--- src/rtl/wb_xbar_pkg.sv ---
// Shared types and default address map for the Wishbone peripheral crossbar.
package wb_xbar_pkg;

    typedef enum logic [2:0] {
        IDLE,
        ACTIVE,
        RESP_ACK,
        RESP_ERR,
        RESP_RTY,
        ERR
    } xbar_state_e;

    localparam int ERR_CNT_W = 8;
    localparam int TO_CNT_W  = 16;

    localparam logic [31:0] SPI1_BASE   = 32'h2000_0000;
    localparam logic [31:0] SPI2_BASE   = 32'h2000_0100;
    localparam logic [31:0] I2C_BASE    = 32'h2000_0200;
    localparam logic [31:0] UART_BASE   = 32'h2000_0300;
    localparam logic [31:0] PERIPH_MASK = 32'hFFFF_FF00;

    localparam logic [127:0] DEF_SLV_BASE = {UART_BASE, I2C_BASE, SPI2_BASE, SPI1_BASE};
    localparam logic [127:0] DEF_SLV_MASK = {4{PERIPH_MASK}};

endpackage

--- src/rtl/wb_addr_decoder.sv ---
// Combinational priority address matcher; the lowest matching slave index wins.
module wb_addr_decoder #(
    parameter int N_SLV = 4,
    parameter int AW    = 32,
    parameter int IW    = 2,
    parameter logic [N_SLV*AW-1:0] SLV_BASE = '0,
    parameter logic [N_SLV*AW-1:0] SLV_MASK = '0
) (
    input  logic [AW-1:0] adr_i,
    output logic          hit_o,
    output logic [IW-1:0] idx_o
);

    // Walk from the top so the lowest index is the last (winning) assignment.
    always_comb begin
        hit_o = 1'b0;
        idx_o = '0;
        for (int i = N_SLV - 1; i >= 0; i--) begin
            if ((adr_i & SLV_MASK[i*AW +: AW]) == SLV_BASE[i*AW +: AW]) begin
                hit_o = 1'b1;
                idx_o = IW'(i);
            end
        end
    end

endmodule

--- src/rtl/wb_periph_xbar.sv ---
// Single-master, N-slave Wishbone classic interconnect with registered decode,
// bus timeout, unmapped-address error response and sticky error capture.
module wb_periph_xbar
    import wb_xbar_pkg::*;
#(
    parameter int N_SLV  = 4,
    parameter int AW     = 32,
    parameter int DW     = 32,
    parameter logic [N_SLV*AW-1:0] SLV_BASE = DEF_SLV_BASE,
    parameter logic [N_SLV*AW-1:0] SLV_MASK = DEF_SLV_MASK,
    parameter int TO_CYC = 255
) (
    input  logic                      wb_clk,
    input  logic                      wb_rst,
    input  logic [AW-1:0]             m_adr_i,
    input  logic [DW-1:0]             m_dat_i,
    input  logic [DW/8-1:0]           m_sel_i,
    input  logic                      m_we_i,
    input  logic                      m_cyc_i,
    input  logic                      m_stb_i,
    output logic [DW-1:0]             m_dat_o,
    output logic                      m_ack_o,
    output logic                      m_err_o,
    output logic                      m_rty_o,
    output logic [N_SLV*AW-1:0]       s_adr_o,
    output logic [N_SLV*DW-1:0]       s_dat_o,
    output logic [N_SLV*(DW/8)-1:0]   s_sel_o,
    output logic [N_SLV-1:0]          s_we_o,
    output logic [N_SLV-1:0]          s_cyc_o,
    output logic [N_SLV-1:0]          s_stb_o,
    input  logic [N_SLV*DW-1:0]       s_dat_i,
    input  logic [N_SLV-1:0]          s_ack_i,
    input  logic [N_SLV-1:0]          s_err_i,
    input  logic [N_SLV-1:0]          s_rty_i,
    output logic                      err_flag_o,
    output logic [AW-1:0]             err_adr_o,
    output logic [ERR_CNT_W-1:0]      err_cnt_o
);

    localparam int IW = (N_SLV > 1) ? $clog2(N_SLV) : 1;

    xbar_state_e            state_q, state_d;
    logic [AW-1:0]          adr_q, adr_d;
    logic [DW-1:0]          wdat_q, wdat_d;
    logic [DW/8-1:0]        sel_q, sel_d;
    logic                   we_q, we_d;
    logic [IW-1:0]          idx_q, idx_d;
    logic [DW-1:0]          rdat_q, rdat_d;
    logic [TO_CNT_W-1:0]    cnt_q, cnt_d;
    logic                   err_flag_q, err_flag_d;
    logic [AW-1:0]          err_adr_q, err_adr_d;
    logic [ERR_CNT_W-1:0]   err_cnt_q, err_cnt_d;

    logic                   dec_hit;
    logic [IW-1:0]          dec_idx;
    logic [N_SLV-1:0]       slv_onehot;

    wb_addr_decoder #(
        .N_SLV    (N_SLV),
        .AW       (AW),
        .IW       (IW),
        .SLV_BASE (SLV_BASE),
        .SLV_MASK (SLV_MASK)
    ) u_dec (
        .adr_i (m_adr_i),
        .hit_o (dec_hit),
        .idx_o (dec_idx)
    );

    always_comb begin
        state_d    = state_q;
        adr_d      = adr_q;
        wdat_d     = wdat_q;
        sel_d      = sel_q;
        we_d       = we_q;
        idx_d      = idx_q;
        rdat_d     = rdat_q;
        cnt_d      = cnt_q;
        err_flag_d = err_flag_q;
        err_adr_d  = err_adr_q;
        err_cnt_d  = err_cnt_q;
        case (state_q)
            IDLE: begin
                if (m_cyc_i && m_stb_i) begin
                    adr_d   = m_adr_i;
                    wdat_d  = m_dat_i;
                    sel_d   = m_sel_i;
                    we_d    = m_we_i;
                    idx_d   = dec_idx;
                    cnt_d   = '0;
                    state_d = dec_hit ? ACTIVE : ERR;
                end
            end
            ACTIVE: begin
                cnt_d = cnt_q + 1'b1;
                // A master abort wins over any slave response in the same cycle.
                if (!m_cyc_i) begin
                    state_d = IDLE;
                end else if (s_ack_i[idx_q]) begin
                    rdat_d  = s_dat_i[idx_q*DW +: DW];
                    state_d = RESP_ACK;
                end else if (s_err_i[idx_q]) begin
                    state_d = RESP_ERR;
                end else if (s_rty_i[idx_q]) begin
                    state_d = RESP_RTY;
                end else if (cnt_q == TO_CNT_W'(TO_CYC - 1)) begin
                    state_d = ERR;
                end
            end
            RESP_ACK, RESP_ERR, RESP_RTY: begin
                state_d = IDLE;
            end
            ERR: begin
                err_flag_d = 1'b1;
                err_adr_d  = adr_q;
                if (err_cnt_q != {ERR_CNT_W{1'b1}}) begin
                    err_cnt_d = err_cnt_q + 1'b1;
                end
                state_d = IDLE;
            end
            default: begin
                state_d = IDLE;
            end
        endcase
    end

    always_ff @(posedge wb_clk) begin
        if (wb_rst) begin
            state_q    <= IDLE;
            adr_q      <= '0;
            wdat_q     <= '0;
            sel_q      <= '0;
            we_q       <= 1'b0;
            idx_q      <= '0;
            rdat_q     <= '0;
            cnt_q      <= '0;
            err_flag_q <= 1'b0;
            err_adr_q  <= '0;
            err_cnt_q  <= '0;
        end else begin
            state_q    <= state_d;
            adr_q      <= adr_d;
            wdat_q     <= wdat_d;
            sel_q      <= sel_d;
            we_q       <= we_d;
            idx_q      <= idx_d;
            rdat_q     <= rdat_d;
            cnt_q      <= cnt_d;
            err_flag_q <= err_flag_d;
            err_adr_q  <= err_adr_d;
            err_cnt_q  <= err_cnt_d;
        end
    end

    always_comb begin
        slv_onehot = '0;
        if (state_q == ACTIVE) begin
            slv_onehot[idx_q] = 1'b1;
        end
    end

    assign s_cyc_o = slv_onehot;
    assign s_stb_o = slv_onehot;
    assign s_we_o  = slv_onehot & {N_SLV{we_q}};
    assign s_adr_o = {N_SLV{adr_q}};
    assign s_dat_o = {N_SLV{wdat_q}};
    assign s_sel_o = {N_SLV{sel_q}};

    assign m_ack_o = (state_q == RESP_ACK);
    assign m_err_o = (state_q == RESP_ERR) || (state_q == ERR);
    assign m_rty_o = (state_q == RESP_RTY);
    assign m_dat_o = (state_q == RESP_ACK && !we_q) ? rdat_q : '0;

    assign err_flag_o = err_flag_q;
    assign err_adr_o  = err_adr_q;
    assign err_cnt_o  = err_cnt_q;

endmodule

--- config.mk ---
export PLATFORM = sky130hd
export DESIGN_NAME = wb_periph_xbar
export DESIGN_NICKNAME = d
export VERILOG_FILES = /design/src/rtl/wb_xbar_pkg.sv /design/src/rtl/wb_addr_decoder.sv /design/src/rtl/wb_periph_xbar.sv
export SDC_FILE = /design/constraint.sdc
export NUM_CORES = 1
export LEC_CHECK = 0
export ABC_AREA = 1
export BUFFER_PORTS_ARGS = -buffer_cell sky130_fd_sc_hd__clkbuf_2
export CAP_MARGIN = 5
export CORE_AREA = 10 10 212 214
export CTS_CLUSTER_SIZE = 8
export DETAILED_ROUTE_END_ITERATION = 10
export DIE_AREA = 0 0 222 224
export PLACE_DENSITY = 0.49
export SETUP_SLACK_MARGIN = 0.02
export SLEW_MARGIN = 5
export SYNTH_ARGS = -nofsm -noshare
export SYNTH_HDL_FRONTEND = slang
export SYNTH_SLANG_ARGS = --single-unit
--- constraint.sdc ---
create_clock -name wb_clk -period 3.26 [get_ports wb_clk]
set_input_delay 0.815 -clock wb_clk [delete_from_list [all_inputs] [get_ports wb_clk]]
set_output_delay 0.815 -clock wb_clk [all_outputs]
set_load 0.05 [all_outputs]
---- Yosys cells after proc, flatten, opt, wreduce, memory -nomap -nowiden ----
Cells that the tools add are included.
word-level totals
  input port bits ......................... 213
  output and inout bits ................... 360
  logic and storage cells ................. 70
  register bits ........................... 163
cells by class
  reduce and logical (&&, ||, !) cells .... 12
  shift-type cells ........................ 1
  add/sub/neg operators ................... 2
  order comparisons ....................... 2
  equal/unequal tests ..................... 13
  bitwise logic cells ..................... 1
  multiplexer cells ....................... 28
operator list
  cell                                                                      count
  128-bit by 8-bit indexed part select with 32-bit output                   1
  24-bit by 22-bit equality test with 1-bit output (second input constant)  4
  32-bit two-way mux                                                        1
  16-bit case mux with 2 select lines                                       1
  3-bit two-way mux                                                         7
  16-bit by 1-bit adder with 16-bit output (second input constant)          1
  16-bit by 8-bit equality test with 1-bit output (second input constant)   1
  16-bit two-way mux                                                        1
  8-bit by 1-bit adder with 8-bit output (second input constant)            1
  1-bit two-way mux                                                         8
  2-bit two-way mux                                                         4
  8-bit != test (second input constant)                                     1
  2-bit AND reduction                                                       4
  1-bit binary-select mux with 2-bit select                                 3
  3-bit by 2-bit equality test with 1-bit output (second input constant)    2
  3-bit equality test (second input constant)                               2
  6-bit != test (second input constant)                                     1
  3-bit case mux with 2 select lines                                        1
  4-bit AND                                                                 1
  4-bit two-way mux                                                         1
  3-bit by 1-bit equality test with 1-bit output (second input constant)    1
  1-bit logical AND                                                         3
  3-bit zero test                                                           1
  2-bit by 3-bit < comparator with 1-bit output (second input constant)     1
  other kinds (7)                                                           7

---- Longest topological paths before layout ----
  depth after elaboration ................. 8
  depth in mapped cells ................... 11
  mapped depth without buffers ............ 11

---- Cells and area by module ----
A second synthesis with hierarchy kept.
unflattened totals
  cells, all modules ...................... 1327
  area, all modules ....................... 9153.8 um^2
modules (own cells, without submodules)
  module           area each (um^2)  seq. area each (um^2)  times used  cells an instance
  wb_periph_xbar   9052.4            3263.1                 1           1301
  wb_addr_decoder  101.3             0.0                    1           26

---- Worst setup path after synthesis ----
No wires, ideal clock.
  path kind ............................... register -> output
  start ................................... register state_q[1]
  end ..................................... output m_dat_o[10]
  path buffers ............................ 1
  arrival time ............................ 2.786 ns
  slack ................................... -0.341 ns
  stages on the path, launching flop included .. 6
  required time ........................... 2.445 ns
  cell sequence ........................... dfxtp_1 -> inv_2 -> nor3_1 -> nand2_1 -> clkbuf_1 -> nor2_1
between the ends
  cells in the longest elaborated chain, start to end .. 3
ends and longest elaborated chain
  element                                         RTL line               source
  start: declaration                              wb_periph_xbar.sv:42   xbar_state_e state_q, state_d;
  start signal: assignment                        wb_periph_xbar.sv:141  state_q <= state_d;
  3-bit by 2-bit equality test with 1-bit output  --
  via m_ack_o                                     wb_periph_xbar.sv:22   output logic m_ack_o,
  1-bit logical AND                               wb_periph_xbar.sv:172  assign m_dat_o = (state_q == RESP_ACK && !we_q) ? rdat_q : '0;
  32-bit two-way mux                              wb_periph_xbar.sv:172
  end: declaration                                wb_periph_xbar.sv:21   output logic [DW-1:0] m_dat_o,
The timed path passes the listed nets, and every way through them passes these cells.

---- Worst setup path after layout ----
  start ................................... register state_q[1]
  end ..................................... output m_dat_o[15]
between the ends
  cells in the longest elaborated chain, start to end .. 3
ends and longest elaborated chain
  element                                         RTL line
  3-bit by 2-bit equality test with 1-bit output  wb_periph_xbar.sv:172
  1-bit logical AND                               wb_periph_xbar.sv:172
  32-bit two-way mux                              wb_periph_xbar.sv:172
No other way between the ends.

==> impl_metrics.py <==
metrics = {
    "critical_path": {
        "cp.required_ps": 2440,
        "cp.arrival_ps": 2070,
        "path_buf_inv": 3,
        "regToRegSetupSlack_ps": 1030,
        "criticalPathCategory": "register to output port",
        "cp_slowest_cell": "dfxtp_1",
        "crit_path_end_kind": "output port",
        "worstPathCellList": "inv_2, nor3_2, nand2_1, buf_4, nor2_1, clkbuf_2",
        "cp_top_family": "buffers and inverters",
        "startpoint_type": "register",
        "max_stage_delay_ps": 450,
        "critPathMaxFanout": 32,
    },
    "logic_synthesis": {
        "syn_area_per_cell_um2": 6.68,
        "yosys_warnings": 0,
        "ys_types": 35,
        "synthSimpleGateAreaFrac_pct": 28.4,
        "synth_mux_area_share_pct": 0,
        "synth_flop_cell": "dfxtp_1",
        "synth_top_family_by_area": "simple AND/OR/NAND/NOR gates",
        "syn_nets": 1614,
        "synth_edf_count": 0,
        "yosysTopAreaCell": "dfxtp_1",
        "syn_area_um2": 9340,
        "synth-async-reset-ratio_pct": 0,
        "synth-adder-area-share_pct": 0.402,
        "post-synth-top-area-fraction_pct": 34.9,
        "synth_xor_area_share_pct": 0.281,
        "synth_compound_area_share_pct": 11.9,
        "ys_seq_elements": 163,
        "synthCells": 1398,
        "synth_commonest_cells": "312 x nor2_1, 249 x nand2_1, 215 x buf_4",
        "ys_seq_area_share_pct": 34.9,
        "synth_area_leaders": "dfxtp_1 35%, buf_4 17%, nor2_1 13%",
        "synth_most_common_cell": "nor2_1",
    },
    "cts": {
        "postCtsSetupBuffers": 0,
        "cts.repair.resized": 0,
        "cts-root-buf": "clkbuf_16",
        "clk_path_buf_depth": 2,
        "tritoncts": "done",
        "cts.sinks": 163,
        "cts-buffers-inserted": 17,
        "hold_buffers": 0,
        "clkSlewWorstSetupHoldPaths_ps": 70,
        "htreeDepth": 4,
        "clkLatencyLatePin_ps": 440,
    },
    "timing": {
        "whs_ps": 478,
        "setup_tns_ps": 0,
        "relSlewSlack_pct": 50.5,
        "fin_crit_sh_pct": 88.4,
        "setup_viol": 0,
        "fmax_ghz": 0.347,
        "fin_skew_ps": 6.74,
        "worstMarginPinSlew_ps": 740,
        "rsz0062_at_grt": "no",
        "period_needed_ps": 2880,
        "report.final.slew_viol_count": 0,
        "hold_viol": 0,
    },
    "layout": {
        "area_delta_synth_final_pct": 25.4,
        "ff_latch_area_um2": 3260,
        "n_fill_cell": 4580,
        "antennaDiodeCount": 0,
        "drive_above_1_share_pct": 36.8,
        "multiInputGateArea_um2": 3820,
        "nNetsFinal": 1943,
        "instances_no_fill": 2272,
    },
    "power_and_ir_drop": {
        "internal_power_mw": 3.96,
        "p_sw_mw": 3.68,
        "p_per_area_nw_per_um2": 652,
        "pwr-share-seq_pct": 31.9,
        "pwr-share-clk_pct": 26.7,
        "swShare_pct": 48.2,
        "comb_power_share_pct": 41.3,
        "leakagePower_nw": 6.03,
        "irDropWorstVdd_v": 0.000540,
    },
    "drt": {
        "via_count": 9635,
        "ant_nets": 0,
        "first_pass_iters": 4,
        "wl_per_cell_um": 16.9,
        "post-route-drc-count": 0,
        "drt-initial-drc-count": 535,
        "vias_per_cell": 4.24,
        "routed_wl_mm": 38.4,
    },
    "global_route": {
        "grt_pass1_vias": 9769,
        "grt_use_total_pct": 14.6,
        "overflow": 0,
        "grt_max_degree": 65,
        "antenna_found_initial": 0,
        "grt_pass1_wl_mm": 58.3,
    },
    "die": {
        "rows": 74,
        "core_area_um2": 40600,
        "die_x_um": 222,
        "initial_core_util_pct": 23.0,
        "die_area_um2": 49700,
        "die_h_um": 224,
        "ios": 573,
    },
    "run": {
        "cap_violations": 0,
    },
    "place": {
        "dp_cells": 2240,
        "place_congestion": 0.881,
        "hpwlAfterDp_mm": 30.1,
        "io_buffers": 572,
    },
    "status": {
        "outcome": "completed",
    },
    "hold_path": {
        "min_path_type": "register to register",
    },
}
## final timing paths
kind	startpoint	endpoint	cells past startpoint
setup / recovery	state_q[1]$_SDFFE_PP0P_	m_dat_o[15]	6
hold / removal	rdat_q[30]$_SDFFE_PP0P_	rdat_q[30]$_SDFFE_PP0P_	2
setup reg to reg	state_q[0]$_SDFFE_PP0P_	rdat_q[25]$_SDFFE_PP0P_	9
hold reg to reg	rdat_q[30]$_SDFFE_PP0P_	rdat_q[30]$_SDFFE_PP0P_	2
## metal layers
metal / track usage (%) / share of wire, % / up-vias
li1: - / - / 4875
met1: 17.7 / 43 / 4416
met2: 25.3 / 50 / 321
met3: 3.91 / 5.6 / 23
met4: 3.71 / 1.3 / 0
met5: 0 / 0 / -
## worst reg2reg max path, stage by stage, from the launching register on
cell and delay (ps):
dfxtp_1 410, nand2_1 110, nor2_2 100, buf_4 190
inv_2 180, nor2_4 570, buf_4 300, nand4_1 110
nand2_1 110, nor2_1 40
## power by group through the flow
stage	clock, mW	combinational [mW]	sequential (mW)
global placement	0	3.19	2.48
detailed placement	0	3.19	2.49
CTS	2.13	3.20	2.44
floorplan	0	2.29	2.93
global route	2.21	3.33	2.47
finish	2.04	3.16	2.44
## final cells by class
class | instances | share of cell area, %
clock buffer | 21 | 3.85
sequential | 163 | 27.9
tap | 532 | 5.68
clock inverter | 11 | 1.09
timing repair buffer | 591 | 26.1
multi-input combinational | 871 | 32.7
inverter | 83 | 2.72
## cells by family after synthesis
group / after synthesis
xor gates and xnor gates: 3
and+or+nand+nor: 647
buffers and inverters: 364
AOI/OAI and AO/OA: 218
adders and majority gates: 3
DFF: 163
## cell usage in the layout (no fill, tap or decap), types with 2 or more instances in the layout
cell and instances:
clkinvlp_4 2, ha_1 3, clkbuf_16 17, o21bai_1 2, nand3_1 22, buf_4 16, nand4_1 40, clkinv_2 3
nor3_1 9, nor2_1 312, nor2_2 2, xor2_1 2, nor2_4 6, clkbuf_2 571, inv_6 2, buf_12 4
o21ai_0 115, dfxtp_1 163, inv_2 6, nand2_1 249, bufinv_16 2, inv_1 75, clkinv_4 2, clkbuf_1 3
a21oi_1 95
## metrics by stage
step / area [um2] / worst slack (ps) / power (mW) / utilization [%]
4_1_cts: 11700 / 320 / 7.77 / 28.9
2_1_floorplan: 9340 / 176 / 5.22 / -
5_1_grt: 11700 / 240 / 8.02 / 28.9
6_report: 11700 / 378 / 7.64 / 28.9
3_3_place_gp: 11100 / 810 / 5.67 / 27.4
3_5_place_dp: 11100 / 827 / 5.68 / 27.4
## sequential cells by signal, indices dropped and copies added, names as in the netlist
signal and count:
adr_q 32, err_adr_o 32, rdat_q 32, wdat_q 32, cnt_q 16, err_cnt_o 8
sel_q 4, state_q 3, idx_q 2, err_flag_o 1, we_q 1
No activity file was read; power rests on OpenSTA's default activity.
